$ cat src/rtl/wb_arb_pkg.sv
// Shared types and constants for the round-robin Wishbone arbiter.
package wb_arb_pkg;

  typedef enum logic [1:0] {
    StIdle  = 2'd0,
    StGrant = 2'd1,
    StAbort = 2'd2
  } arb_state_e;

  localparam int unsigned WbDatW = 32;
  localparam int unsigned WbAdrW = 32;
  localparam int unsigned WbSelW = 4;

  function automatic int unsigned next_idx(input int unsigned idx, input int unsigned n);
    return (idx + 1 >= n) ? 0 : idx + 1;
  endfunction

endpackage

$ cat src/rtl/rr_pick.sv
// Combinational round-robin picker: first requester at or after ptr_i, wrapping.
module rr_pick #(
  parameter int unsigned N    = 3,
  parameter int unsigned IdxW = 2
) (
  input  logic [N-1:0]    req_i,
  input  logic [IdxW-1:0] ptr_i,
  output logic [N-1:0]    gnt_o,
  output logic [IdxW-1:0] idx_o,
  output logic            valid_o
);

  always_comb begin
    int unsigned k;
    k       = 0;
    gnt_o   = '0;
    idx_o   = '0;
    valid_o = 1'b0;
    for (int unsigned i = 0; i < N; i++) begin
      k = (32'(ptr_i) + i) % N;
      if (!valid_o && req_i[k]) begin
        gnt_o[k] = 1'b1;
        idx_o    = IdxW'(k);
        valid_o  = 1'b1;
      end
    end
  end

endmodule

$ cat src/rtl/wb_rr_arbiter.sv
// Round-robin Wishbone arbiter: N masters share one slave port, grant held for the
// whole cycle, watchdog aborts unacknowledged strobes with a bus error.
module wb_rr_arbiter
  import wb_arb_pkg::*;
#(
  parameter int unsigned N_MASTERS = 3,
  parameter int unsigned TIMEOUT   = 255,
  parameter int unsigned CNT_W     = 16
) (
  input  logic                          clk,
  input  logic                          rst,
  input  logic [N_MASTERS*WbAdrW-1:0]   m_adr_i,
  input  logic [N_MASTERS*WbDatW-1:0]   m_dat_i,
  input  logic [N_MASTERS*WbSelW-1:0]   m_sel_i,
  input  logic [N_MASTERS-1:0]          m_we_i,
  input  logic [N_MASTERS-1:0]          m_cyc_i,
  input  logic [N_MASTERS-1:0]          m_stb_i,
  output logic [WbDatW-1:0]             m_dat_o,
  output logic [N_MASTERS-1:0]          m_ack_o,
  output logic [N_MASTERS-1:0]          m_err_o,
  output logic [WbAdrW-1:0]             s_adr_o,
  output logic [WbDatW-1:0]             s_dat_o,
  output logic [WbSelW-1:0]             s_sel_o,
  output logic                          s_we_o,
  output logic                          s_cyc_o,
  output logic                          s_stb_o,
  input  logic [WbDatW-1:0]             s_dat_i,
  input  logic                          s_ack_i,
  output logic [N_MASTERS-1:0]          grant_o
);

  localparam int unsigned IdxW = (N_MASTERS > 1) ? $clog2(N_MASTERS) : 1;

  arb_state_e           state_q;
  logic [N_MASTERS-1:0] grant_q;
  logic [IdxW-1:0]      gidx_q;
  logic [IdxW-1:0]      ptr_q;
  logic [CNT_W-1:0]     cnt_q;

  logic [N_MASTERS-1:0] pick_gnt;
  logic [IdxW-1:0]      pick_idx;
  logic                 pick_valid;
  logic                 g_cyc, g_stb, stall, timeout;

  rr_pick #(
    .N    (N_MASTERS),
    .IdxW (IdxW)
  ) u_rr_pick (
    .req_i   (m_cyc_i),
    .ptr_i   (ptr_q),
    .gnt_o   (pick_gnt),
    .idx_o   (pick_idx),
    .valid_o (pick_valid)
  );

  assign m_dat_o = s_dat_i;
  assign grant_o = grant_q;
  assign g_cyc   = m_cyc_i[gidx_q];
  assign g_stb   = m_stb_i[gidx_q];

  always_comb begin
    s_adr_o = '0;
    s_dat_o = '0;
    s_sel_o = '0;
    s_we_o  = 1'b0;
    s_cyc_o = 1'b0;
    s_stb_o = 1'b0;
    m_ack_o = '0;
    m_err_o = '0;
    stall   = 1'b0;
    timeout = 1'b0;
    if (state_q == StGrant) begin
      s_adr_o = m_adr_i[32'(gidx_q)*WbAdrW +: WbAdrW];
      s_dat_o = m_dat_i[32'(gidx_q)*WbDatW +: WbDatW];
      s_sel_o = m_sel_i[32'(gidx_q)*WbSelW +: WbSelW];
      s_we_o  = m_we_i[gidx_q];
      s_cyc_o = g_cyc;
      s_stb_o = g_stb;
      m_ack_o[gidx_q] = s_ack_i & g_cyc;
      stall   = g_cyc & g_stb & ~s_ack_i;
      // An ack in the final stalled cycle suppresses the error.
      timeout = stall & (cnt_q == CNT_W'(TIMEOUT - 1));
      m_err_o[gidx_q] = timeout;
    end
  end

  always_ff @(posedge clk or negedge rst) begin
    if (!rst) begin
      state_q <= StIdle;
      grant_q <= '0;
      gidx_q  <= '0;
      ptr_q   <= '0;
      cnt_q   <= '0;
    end else begin
      unique case (state_q)
        StIdle: begin
          cnt_q <= '0;
          if (pick_valid) begin
            state_q <= StGrant;
            grant_q <= pick_gnt;
            gidx_q  <= pick_idx;
          end
        end
        StGrant: begin
          if (!g_cyc) begin
            state_q <= StIdle;
            grant_q <= '0;
            ptr_q   <= IdxW'(next_idx(32'(gidx_q), N_MASTERS));
            cnt_q   <= '0;
          end else if (timeout) begin
            state_q <= StAbort;
            cnt_q   <= '0;
          end else if (stall) begin
            cnt_q <= cnt_q + 1'b1;
          end else begin
            cnt_q <= '0;
          end
        end
        StAbort: begin
          if (!g_cyc) begin
            state_q <= StIdle;
            grant_q <= '0;
            ptr_q   <= IdxW'(next_idx(32'(gidx_q), N_MASTERS));
          end
        end
        default: state_q <= StIdle;
      endcase
    end
  end

endmodule

$ cat config.mk
export PLATFORM = sky130hd
export DESIGN_NAME = wb_rr_arbiter
export DESIGN_NICKNAME = d
export VERILOG_FILES = /design/src/rtl/wb_arb_pkg.sv /design/src/rtl/rr_pick.sv /design/src/rtl/wb_rr_arbiter.sv
export SDC_FILE = /design/constraint.sdc
export NUM_CORES = 1
export LEC_CHECK = 0
export ABC_CLOCK_PERIOD_IN_PS = 5200
export CORE_AREA = 2 2 142 144
export DETAILED_ROUTE_END_ITERATION = 16
export DIE_AREA = 0 0 144 146
export PLACE_DENSITY = 0.63
export SETUP_SLACK_MARGIN = 0.05
export SLEW_MARGIN = 0
export SYNTH_ARGS = -nofsm -noshare
export SYNTH_HDL_FRONTEND = slang
export SYNTH_HIERARCHICAL = 1
export SYNTH_SLANG_ARGS = --single-unit
$ cat constraint.sdc
create_clock -name clk -period 5.2 [get_ports clk]
set_clock_uncertainty 0.1 [all_clocks]
set_input_delay 1.04 -clock clk [delete_from_list [all_inputs] [get_ports clk]]
set_output_delay 1.04 -clock clk [all_outputs]
set_load 0.02 [all_outputs]
==> metrics.txt, run 1 <==
Initial Utilization=a little under 20%; met2 wire length=between 8 and 9 mm; Final Wtd Congestion=between 0.7 and 0.8; status=finished, final reports clean; Final Hold Vio Count=0; synth unique cells=between 50 and 60; die width=approximately 140 microns; critical path launch point type=primary input; vias in the first global route=approximately 4,700; post-route ant nets=0; later-pin clock latency in the skew report=around 0.26 ns; core area=19,300 sq um; post-cts sizing count=0; Switching Fraction=51.2%; CTS Root Cell=clkbuf_16; most frequently used flop master after synthesis=dfrtp_1; final WL=about 17 mm; Cell Rows=51; WP data required=roughly 4 ns; initial DRC count=around 230; first-pass GRT wire length=26.3 mm; Longest Clk Path Bufs=2; CTS tree=built; final setup fails=0; area delta synth->final=78.7%; Seq pwr share=roughly a tenth; Worst EP arrival=around 3.4 ns; Die Area=approximately 21,000 sq um; Port Buffers=approximately 300; crit path kind=primary input to output port; nature of the critical path endpoint=output port; fin crit share=88.1%; Post-synth EDFFs=0; total number of vias=about 4,700; Seq/Total Area, Yosys=between 10% and 20%; largest net degree at the start of global routing=73; Remaining DRCs=0; commonest non-fill, non-tap cell in the layout=clkdlybuf4s50_1; Routed met1 length=7.10 mm; RSZ-0062 raised after global routing=no; gr usage total=15.6%; Comb pwr share=roughly 84%; met3 wire length=between 1 and 1.5 mm; Worst Hold Slack=between 0.4 and 0.5 ns; Clock transition at path regs=about 0.070 ns; Cell Area, Synth=3810 sq um; Worst Tran Pin Value=1.23 ns; initial antenna violation count=2; syn nets=811; minimum clock period=between 4 and 5 ns; Syn Inst Count=~550; Syn. warnings=6; Chip Height=between 100 and 150 microns; layout cell share with drive strength beyond 1=under 10%; Final nets=between 1,000 and 1,500; clock sink count=25; Cell Int Power=~0.0014 W; CP max FO=9; relative slew slack=roughly 17%; Leak=2.62 nW; Max Cap Viol=0; Power Total=0.00282 W; Post-DP HPWL=between 10 and 15 mm; power share of the clock group=under 10%; max frequency=~220 MHz; Synth async-reset ratio=100%; Area after DPL=6730 sq um; final core occ=approximately a third; Avg WL per Cell=16.0 microns; hold buffers post-CTS=0; drt pass-1 iters=4; synthesized flop and latch total=25; DR vias/cell=around 4.5; Post-CTS Setup Bufs=0; max-slew violations=0; Top Metal Used=met4; Peak VDD IR=0.188 mV; final setup TNS=0 ns; gr ovfl total=0; Ports=360; PD cells=413 nW/um^2; most frequent cells in the layout=clkdlybuf4s50_1, nor2_1, a21oi_1; min-delay worst type=register to register; P_sw=~0.0014 W; Num CTS Buffers=3; H-Tree Depth=1; Design Area, Final=just under 7000 sq um; Avg Inst Size Synth=slightly below 7 sq um
## registers in the layout, indices dropped and copies added (netlist names)
register and flops:
cnt_q 16, grant_o 3, gidx_q 2, ptr_q 2, state_q 2
## area by class of cell
cell class                 count  area [sq um]
sequential                    25           631
fill                        2039         12500
antenna                        3          7.51
tap                          265           332
inverter                      13          48.8
clock inverter                 1          5.00
clock buffer                   3          75.1
multi-input combinational    443          2700
timing repair buffer         300          3020
## metal layers
metal,track usage (%),vias to the layer above
li1,-,2358
met5,0,-
met4,1.62,0
met2,26.7,200
met1,20.1,2141
met3,4.41,9
## path summary, 6_finish.rpt
| path | from | end | slack, ns | cells past startpoint |
|---|---|---|---|---|
| min in group asynchronous | rst | grant_o[2] | 1.05 | 2 |
| max in group asynchronous | rst | gidx_q[1] | 3.68 | 2 |
| hold / removal | cnt_q[11] | cnt_q[11] | 0.40 | 1 |
| setup / recovery | m_cyc_i[2] | m_err_o[0] | 0.62 | 6 |
| setup reg to reg | gidx_q[1] | cnt_q[14] | 2.35 | 5 |
| hold reg to reg | cnt_q[11] | cnt_q[11] | 0.40 | 1 |
## critical path, stage by stage
cell,delay [ns]
clkdlybuf4s50_1,0.65
mux2i_1,0.17
a2bb2oi_2,0.20
or4_4,0.58
nor3_1,0.16
clkdlybuf4s50_1,0.63
## cells in the mapped netlist, drive strengths merged, types with 4 or more instances
| cell type | instances | share of area (%) |
|---|---|---|
| dfrtp | 25 | 16 |
| inv | 13 | 1.3 |
| nand2b | 9 | 1.5 |
| a21oi | 86 | 11 |
| o21ai | 6 | 0.79 |
| mux2i | 76 | 21 |
| ha | 9 | 3.0 |
| and3 | 9 | 1.5 |
| nand3 | 9 | 1.2 |
| nand2 | 24 | 2.4 |
| nor2 | 151 | 15 |
| nand4 | 4 | 0.66 |
| buf | 53 | 9.5 |
| o2bb2ai | 5 | 1.1 |
| a31oi | 11 | 1.8 |
| clkbuf | 20 | 2.2 |
| nor3 | 5 | 0.66 |
## power by group through the flow
stage	sequential [W]	combinational, W	clock (W)
6_report	0.000278	0.00236	0.000174
5_1_grt	0.000286	0.00256	0.000186
3_5_place_dp	0.000285	0.00239	0
2_1_floorplan	0.000249	0.00147	0
4_1_cts	0.000281	0.00240	0.000177
3_3_place_gp	0.000283	0.00239	0
## cells by family after synthesis
group	synth area share, %
compound gates	19.9
fa+ha+maj	2.95
flops	16.4
simple gates	26.3
buf+inv	13.0
mux	21.2
xor+xnor	0.230
## per-stage QoR
stage | setup WS [ns] | instances
6_report | 0.620 | 1053
5_1_grt | 0.539 | 1050
4_1_cts | 0.625 | 1050
3_5_place_dp | 0.639 | 1046
3_3_place_gp | 0.701 | 1046
2_1_floorplan | 1.77 | 554
Note: power is estimated with default switching activity, not from simulation.
==> inputs of run 2 (changes only) <==
MAX_ROUTING_LAYER = met4   (was default)
RECOVER_POWER = 25   (was default)
==> run 2 against run 1 <==
Net effect: count of clock-buffer cells in the layout is the same; cell area is essentially flat; sequential share of layout area is essentially flat; non-clock buffer count grew 2; combinational power is essentially flat; setup slack lost 0.013 ns; global-route usage grew 0.64 points; largest power group unchanged; routed wire length grew 0.94%; sequential power grew 10%; flip-flop and latch count is the same.
==> metrics.txt, run 2 (synthesized netlist as in run 1, its figures left out) <==
clock sink count=25; critical path launch point type=primary input; minimum clock period=4.59 ns; initial DRC count=216; Remaining DRCs=0; Worst Tran Pin Value=~1.4 ns; reg2reg setup slack=approximately 2.6 ns; WP data required=4.06 ns; Port Buffers=about 300; PD cells=415 nW/um^2; later-pin clock latency in the skew report=roughly 0.26 ns; relative slew slack=just under 8%; vias in the first global route=4,572; Cell Int Power=0.00137 W; Seq pwr share=10.8%; Num CTS Buffers=3; final core occ=a little over a third; hold buffers post-CTS=0; WHS Path Cells=1; H-Tree Depth=1; DR vias/cell=4.44; first-pass GRT wire length=26.2 mm; Final Hold Vio Count=0; P_sw=0.00145 W; Initial Utilization=around a fifth; gr ovfl total=0; max-slew violations=0; CP max FO=9; initial antenna violation count=0; r2r endpoint=cnt_q[14]; crit path kind=primary input to output port; Post-CTS Setup Bufs=0; Fillers=approximately 2,000; nature of the critical path endpoint=output port; max reg flops=16; Die Area=between 20,000 and 25,000 sq um; gr usage total=16.2%; final setup fails=0; Final Wtd Congestion=around 0.81; CTS tree=built; worst hold start=cnt_q[11]; Area after DPL=between 6000 and 7000 sq um; Worst Hold Slack=0.395 ns; Chip Height=around 150 microns; worst hold endpoint=cnt_q[11]; Final nets=approximately 1,000; fin crit share=88.3%; status=finished, final reports clean; RR Startpoint=gidx_q[1]; Leak=2.63 nW; Cell Rows=roughly 50; final WL=between 15 and 20 mm; largest reg by FF count=cnt_q; Comb pwr share=between 80 and 90%; Max Cap Viol=0; die width=around 140 microns; post-route ant nets=0; Ports=360; area delta synth->final=78.6%; layout cell share with drive strength beyond 1=under 10%; RSZ-0062 raised after global routing=no; Design Area, Final=approximately 6800 sq um; max frequency=between 200 and 250 MHz; Avg WL per Cell=between 15 and 20 microns; Reg2Reg Depth=6; Peak VDD IR=between 0.2 and 0.25 mV; power share of the clock group=around 6.1%; total number of vias=~4,700; Post-DP HPWL=about 14 mm; Switching Fraction=approximately half; most frequent cells in the layout=clkdlybuf4s50_1, nor2_1, a21oi_1; final setup TNS=0 ns; drt pass-1 iters=4; Worst EP arrival=~3.5 ns; Longest Clk Path Bufs=2; commonest non-fill, non-tap cell in the layout=clkdlybuf4s50_1; core area=a little under 20,000 sq um; min-delay worst type=register to register; largest net degree at the start of global routing=between 70 and 80; post-cts sizing count=0; CTS Root Cell=clkbuf_16; Clock transition at path regs=0.06 ns
-- run 2: cell count changes in the layout (fill, tap and decap cells not counted) --
cell             previous run  this run
clkdlybuf4s50_1           295       294
clkbuf_1                    0         1
dlygate4sd3_1               0         1
buf_12                      2         1
diode_2                     3         1
buf_4                       3         5
-- run 2: worst max-delay path by stage --
stage | start | end | slack, ns | cells past startpoint
2_1_floorplan | m_cyc_i[2] | m_err_o[0] | 1.77 | 4
3_3_place_gp | m_cyc_i[2] | m_err_o[0] | 0.66 | 6
3_5_place_dp | m_cyc_i[2] | m_err_o[0] | 0.62 | 6
4_1_cts | m_cyc_i[2] | m_err_o[0] | 0.62 | 6
5_1_grt | m_cyc_i[2] | m_err_o[0] | 0.47 | 6
6_report | m_cyc_i[2] | m_err_o[0] | 0.61 | 6
-- run 2: final cells by class --
class                           count  area [sq um]  area share, %
Tap cell                          265           332           4.87
Sequential cell                    25           631           9.26
Antenna cell                        1          2.50         0.0368
Clock inverter                      1          5.00         0.0735
Inverter                           13          48.8          0.717
Clock buffer                        3          75.1           1.10
Multi-Input combinational cell    443          2700           39.7
Timing Repair Buffer              302          3010           44.3
-- run 2: routing by layer --
metal	wire (microns)	track usage [%]
met5	0	-
met4	153	2.11
met3	973	3.29
met2	8160	26.1
met1	7750	21.6
-- run 2: per-stage QoR --
stage	setup slack, ns	instances	total power [W]
after detailed placement	0.621	1048	0.00268
after CTS	0.617	1052	0.00286
after global routing	0.469	1052	0.00302
after floorplan	1.77	554	0.00172
final	0.607	1053	0.00282
after global placement	0.662	1048	0.00268
-- run 2: power by group through the flow --
stage / Sequential, W / Combinational [W] / Clock, W
final: 0.000306 / 0.00235 / 0.000173
after global routing: 0.000313 / 0.00252 / 0.000186
after CTS: 0.000308 / 0.00237 / 0.000177
after detailed placement: 0.000312 / 0.00237 / 0
after global placement: 0.000308 / 0.00237 / 0
after floorplan: 0.000249 / 0.00147 / 0
-- run 2: critical path, cell delays in order --
cell             delay (ns)
clkdlybuf4s50_1        0.66
mux2i_1                0.18
a2bb2oi_2              0.21
or4_4                  0.59
nor3_1                 0.15
clkdlybuf4s50_1        0.63
